**src/rtl/module_teclado_scan.sv**
```systemverilog
// module_teclado_scan: 4x4 matrix keypad scanner with press/release debounce.
// Drives one active-low column at a time and samples the synchronized rows.
// Each accepted press yields column/row index codes and a one-cycle active-low
// ready strobe for the downstream digit decoder.
module module_teclado_scan #(
    parameter int SCAN_DIV        = 1000,
    parameter int DEBOUNCE_CYCLES = 50000
) (
    input  logic       clk,
    input  logic       rst,
    input  logic [3:0] filas_i,
    output logic [3:0] columnas_o,
    output logic [1:0] dato_codc_o,
    output logic [1:0] dato_codf_o,
    output logic       dato_listo_o
);

    localparam int SCAN_W = $clog2(SCAN_DIV) + 1;
    localparam int DEB_W  = $clog2(DEBOUNCE_CYCLES) + 1;

    localparam logic [SCAN_W-1:0] SCAN_LAST = SCAN_W'(SCAN_DIV - 1);
    localparam logic [DEB_W-1:0]  DEB_LAST  = DEB_W'(DEBOUNCE_CYCLES - 1);

    localparam logic [2:0] S_SCAN      = 3'd0;
    localparam logic [2:0] S_DEB_PRESS = 3'd1;
    localparam logic [2:0] S_REPORT    = 3'd2;
    localparam logic [2:0] S_HOLD      = 3'd3;
    localparam logic [2:0] S_DEB_REL   = 3'd4;

    logic [2:0]        state;
    logic [1:0]        col;
    logic [1:0]        cand_row;
    logic [SCAN_W-1:0] scan_cnt;
    logic [DEB_W-1:0]  deb_cnt;
    logic [3:0]        filas_m;
    logic [3:0]        filas_s;
    logic [1:0]        low_idx;
    logic              any_low;
    logic              all_high;

    assign columnas_o = ~(4'b0001 << col);
    assign any_low    = ~(&filas_s);
    assign all_high   = &filas_s;

    // Lowest-index closed row wins when several rows read low together.
    always_comb begin
        low_idx = 2'd0;
        for (int i = 3; i >= 0; i--) begin
            if (!filas_s[i]) begin
                low_idx = 2'(i);
            end
        end
    end

    // Two-flop synchronizer; idle keypad rows read high, so reset to all ones.
    always_ff @(posedge clk or posedge rst) begin
        if (rst) begin
            filas_m <= 4'b1111;
            filas_s <= 4'b1111;
        end else begin
            filas_m <= filas_i;
            filas_s <= filas_m;
        end
    end

    // Scan / debounce / hold sequencer; also owns the column and candidate row.
    always_ff @(posedge clk or posedge rst) begin
        if (rst) begin
            state    <= S_SCAN;
            col      <= 2'd0;
            cand_row <= 2'd0;
            scan_cnt <= '0;
            deb_cnt  <= '0;
        end else begin
            case (state)
                S_SCAN: begin
                    if (scan_cnt == SCAN_LAST) begin
                        scan_cnt <= '0;
                        if (any_low) begin
                            cand_row <= low_idx;
                            deb_cnt  <= '0;
                            state    <= S_DEB_PRESS;
                        end else begin
                            col <= col + 2'd1;
                        end
                    end else begin
                        scan_cnt <= scan_cnt + SCAN_W'(1);
                    end
                end
                S_DEB_PRESS: begin
                    if (filas_s[cand_row]) begin
                        deb_cnt  <= '0;
                        scan_cnt <= '0;
                        state    <= S_SCAN;
                    end else if (deb_cnt == DEB_LAST) begin
                        deb_cnt <= '0;
                        state   <= S_REPORT;
                    end else begin
                        deb_cnt <= deb_cnt + DEB_W'(1);
                    end
                end
                S_REPORT: begin
                    state <= S_HOLD;
                end
                S_HOLD: begin
                    if (all_high) begin
                        deb_cnt <= '0;
                        state   <= S_DEB_REL;
                    end
                end
                S_DEB_REL: begin
                    if (!all_high) begin
                        deb_cnt <= '0;
                        state   <= S_HOLD;
                    end else if (deb_cnt == DEB_LAST) begin
                        deb_cnt  <= '0;
                        scan_cnt <= '0;
                        col      <= col + 2'd1;
                        state    <= S_SCAN;
                    end else begin
                        deb_cnt <= deb_cnt + DEB_W'(1);
                    end
                end
                default: begin
                    deb_cnt  <= '0;
                    scan_cnt <= '0;
                    state    <= S_SCAN;
                end
            endcase
        end
    end

    // Codes and strobe are registered so they change together the cycle after REPORT.
    always_ff @(posedge clk or posedge rst) begin
        if (rst) begin
            dato_codc_o  <= 2'd0;
            dato_codf_o  <= 2'd0;
            dato_listo_o <= 1'b1;
        end else begin
            dato_listo_o <= (state != S_REPORT);
            if (state == S_REPORT) begin
                dato_codc_o <= col;
                dato_codf_o <= cand_row;
            end
        end
    end

endmodule

```
**config.mk**
```make
export PLATFORM = sky130hd
export DESIGN_NAME = module_teclado_scan
export DESIGN_NICKNAME = d
export VERILOG_FILES = /design/src/rtl/module_teclado_scan.sv
export SDC_FILE = /design/constraint.sdc
export NUM_CORES = 1
export LEC_CHECK = 0
export ABC_CLOCK_PERIOD_IN_PS = 2500
export BUFFER_PORTS_ARGS = -buffer_cell sky130_fd_sc_hd__buf_2
export CAP_MARGIN = 40
export CORE_ASPECT_RATIO = 1.75
export CORE_MARGIN = 2
export CORE_UTILIZATION = 45
export DETAILED_ROUTE_END_ITERATION = 8
export PLACE_DENSITY = 0.64
export SLEW_MARGIN = 25
export SYNTH_ARGS = -nofsm -noshare
export SYNTH_HDL_FRONTEND = slang
export SYNTH_SLANG_ARGS = --single-unit
```
**constraint.sdc**
```tcl
create_clock -name clk -period 2.5 [get_ports clk]
set_input_delay 0.25 -clock clk [delete_from_list [all_inputs] [get_ports clk]]
set_output_delay 0.25 -clock clk [all_outputs]
set_load 0.02 [all_outputs]
```
==> results.sh <==
export IMPL_outcome="finished clean"
export IMPL_worst_ep_required_time_ns=2.68
export IMPL_ys_warnings_count=0
export IMPL_htreeDepth=2
export IMPL_antenna_diode_count=0
export IMPL_powerDensity_mw_per_mm2=480
export IMPL_yosys_area_top_type="dfrtp_1"
export IMPL_wl_met2_um=2640
export IMPL_synth_enable_flop_cells=0
export IMPL_syn_to_final_growth_pct=13.7
export IMPL_timing_final_crit_period_ns=2.25
export IMPL_seqPwrFrac_pct=58.1
export IMPL_hp_start="filas_i[1]"
export IMPL_leakagePower_nw=1.27
export IMPL_root_buffer="clkbuf_8"
export IMPL_drcViolationCount=0
export IMPL_ff_latch_area_mm2=0.00121
export IMPL_cts_buffer_depth=2
export IMPL_place_congestion=0.828
export IMPL_wl_met3_um=106
export IMPL_drive_above_1_share_pct=19.9
export IMPL_worstMarginPinSlew_ns=0.602
export IMPL_grt_overflow=0
export IMPL_async_reset_ff_share_pct=100
export IMPL_ys_seq_area_share_pct=48.5
export IMPL_reg2reg_from="deb_cnt[7]"
export IMPL_hold_depth=1
export IMPL_path_class="reg2reg"
export IMPL_grt_pass1_wl_um=8530
export IMPL_io_buffers=14
export IMPL_synth_nets=274
export IMPL_clkPwrFrac_pct=40.1
export IMPL_path_clk_slew_ns=0.08
export IMPL_dp_hpwl_um=3530
export IMPL_dieWidth_um=60.4
export IMPL_crit_fanout=13
export IMPL_avgViaCountPerCell=5.51
export IMPL_drtPass1Iterations=4
export IMPL_worstRegToRegCells=6
export IMPL_startpoint="deb_cnt[7]"
export IMPL_finalSetupTns_ns=0
export IMPL_hold_ws_ns=0.0522
export IMPL_multi_input_area_mm2=0.00117
export IMPL_rrSetupSlack_ns=0.25
export IMPL_drt_met1_wl_um=2180
export IMPL_grt_max_degree=49
export IMPL_cts_tree="done"
export IMPL_worstSkewPairLatency_ns=0.29
export IMPL_switching_share_pct=19.9
export IMPL_stdcell_count=365
export IMPL_post_cts_buffers=0
export IMPL_drtIter0Drc=61
export IMPL_antenna_found_initial=0
export IMPL_synth_top_area_share_pct=39.0
export IMPL_synth_ff_type="dfrtp_1"
export IMPL_synth_cell_area_mm2=0.00250
export IMPL_pin_count=15
export IMPL_dp_slack_ns=0.216
export IMPL_synth_avg_cell_area_um2=9.55
export IMPL_start_util_pct=47.2
export IMPL_fin_ws_ns=0.248
export IMPL_arrival_ns=2.43
export IMPL_synthCells=262
export IMPL_critPathCaptureType="flip-flop"
export IMPL_p_comb_share_pct=1.9
export IMPL_numCtsBuffers=5
export IMPL_holdBufCountCts=0
export IMPL_nets=302
export IMPL_synthTopCellsByArea="dfrtp_1, dfstp_2, a21oi_1"
export IMPL_dieArea_mm2=0.00619
export IMPL_dp_cells=356
export IMPL_fill_cells=481
export IMPL_wirelength_um=4980
export IMPL_grtUsageTotal_pct=17.9
export IMPL_p_int_mw=1.09
export IMPL_slew_headroom_pct=59.9
export IMPL_avgRoutedWirePerCell_um=13.6
export IMPL_rows=35
export IMPL_power_net_switching_mw=0.271
export IMPL_rsz0062_at_grt="no"
export IMPL_synth_seq_cells=48
export IMPL_grt_pass1_vias=1921
export IMPL_route_vias_total=2010
export IMPL_vdd_ir_drop_worst_v=0.000248
export IMPL_drv_cap=0
export IMPL_final_max_slew_viol_count=0
export IMPL_clock_skew_ns=0.00984
export IMPL_crit_path_start_kind="flip-flop"
export IMPL_antenna_left=0
export IMPL_placed_cell_area_mm2=0.00273
export IMPL_clock_sinks=48
export IMPL_top_layer="met4"
export IMPL_setup_viol=0
export IMPL_min_path_type="in2reg"
export IMPL_fin_crit_sh_pct=90.1
export IMPL_synth_distinct_cells=46
export IMPL_core_area_mm2=0.00530
export IMPL_fin_area_mm2=0.00284
export IMPL_hold_viol=0
export IMPL_dieHeight_um=103
export IMPL_cts_resized=0
export IMPL_fmax_ghz=0.444
==> path summary, 6_finish.rpt <==
path | end
min in group asynchronous | cand_row[0]
worst max-delay path | deb_cnt[14]
worst max register to register | deb_cnt[14]
max in group asynchronous | deb_cnt[15]
worst min-delay path | filas_m[1]
worst min register to register | filas_s[3]
==> cells in the mapped netlist (all sizes together) (3+ instances only) <==
cell type,instances
nor3,3
nor2,17
nand4,6
a31oi,7
buf,4
and4,4
nand3,20
mux2i,8
nor4,3
or2,3
o22ai,4
or3,4
nand2,28
inv,20
a21oi,21
and3,7
dfstp,9
nor2b,3
clkbuf,5
dfrtp,39
mux2,3
o21ai,10
a221o,3
ha,6
==> sequential cells by signal, indices dropped and copies added (netlist names) <==
name,cells
cand_row,2
col,2
dato_codc_o,2
dato_codf_o,2
dato_listo_o,1
deb_cnt,17
filas_m,4
filas_s,4
scan_cnt,11
state,3
==> kinds of logic after synthesis <==
group,Yosys count,synth area share [%]
and+or+nand+nor,109,23.7
buffers and inverters,29,4.90
AOI/OAI and AO/OA,56,14.3
DFF,48,48.5
muxes,11,4.55
adders and majority gates,6,3.00
xor gates and xnor gates,3,1.05
==> layer usage <==
metal,up-vias,GRT usage [%]
li1,998,-
met2,28,32.0
met1,982,21.1
met5,-,0
met4,0,6.50
met3,2,2.63
==> critical path, stage by stage (launching register included) <==
cell and delay [ns]:
dfrtp_1 0.45, or4b_4 0.56, nor4_4 0.40, a211oi_2 0.10, buf_4 0.21, and3_1 0.17
a221o_1 0.25
==> power groups by stage <==
| stage | logic, mW | registers (mW) | clock network (mW) |
|---|---|---|---|
| 4_1_cts | 0.0270 | 0.792 | 0.563 |
| 3_3_place_gp | 0.0268 | 0.807 | 0 |
| 6_report | 0.0254 | 0.792 | 0.547 |
| 5_1_grt | 0.0299 | 0.794 | 0.604 |
| 2_1_floorplan | 0.0155 | 0.806 | 0 |
| 3_5_place_dp | 0.0269 | 0.807 | 0 |
==> cell type report <==
class                           count  area share [%]
Clock buffer                        7            2.68
Clock inverter                      1            1.06
Inverter                           20            2.64
Multi-Input combinational cell    185            41.0
Sequential cell                    48            42.6
Tap cell                           74            3.26
Timing Repair Buffer               30            6.69
==> layout by cell type (no fill, tap or decap), drive strengths merged, types with 2 or more instances in the layout <==
| cell | synthesis | final |
|---|---|---|
| nand3 | 20 | 20 |
| dfstp | 9 | 9 |
| a221o | 3 | 3 |
| nor2 | 17 | 17 |
| o21ai | 10 | 10 |
| a211oi | 2 | 2 |
| nor3b | 2 | 2 |
| and3 | 7 | 7 |
| buf | 4 | 30 |
| nand4 | 6 | 6 |
| or4b | 2 | 2 |
| ha | 6 | 6 |
| xnor2 | 2 | 2 |
| a21oi | 21 | 21 |
| or4 | 2 | 2 |
| o22ai | 4 | 4 |
| mux2i | 8 | 8 |
| a211o | 2 | 2 |
| nor2b | 3 | 3 |
| inv | 20 | 20 |
| dfrtp | 39 | 39 |
| or2 | 3 | 3 |
| nor3 | 3 | 3 |
| o211ai | 2 | 2 |
| nand2b | 2 | 2 |
| a31oi | 7 | 7 |
| nand2 | 28 | 28 |
| or3 | 4 | 4 |
| and2 | 2 | 2 |
| nor4 | 3 | 3 |
| clkbuf | 5 | 7 |
| mux2 | 3 | 3 |
| and4 | 4 | 4 |
==> through the flow <==
step,util (%),total power [mW]
3_3_place_gp,51.5,0.834
4_1_cts,53.5,1.38
6_report,53.6,1.36
2_1_floorplan,-,0.822
3_5_place_dp,51.5,0.834
5_1_grt,53.6,1.43
Note: power is estimated with default switching activity, not from simulation.
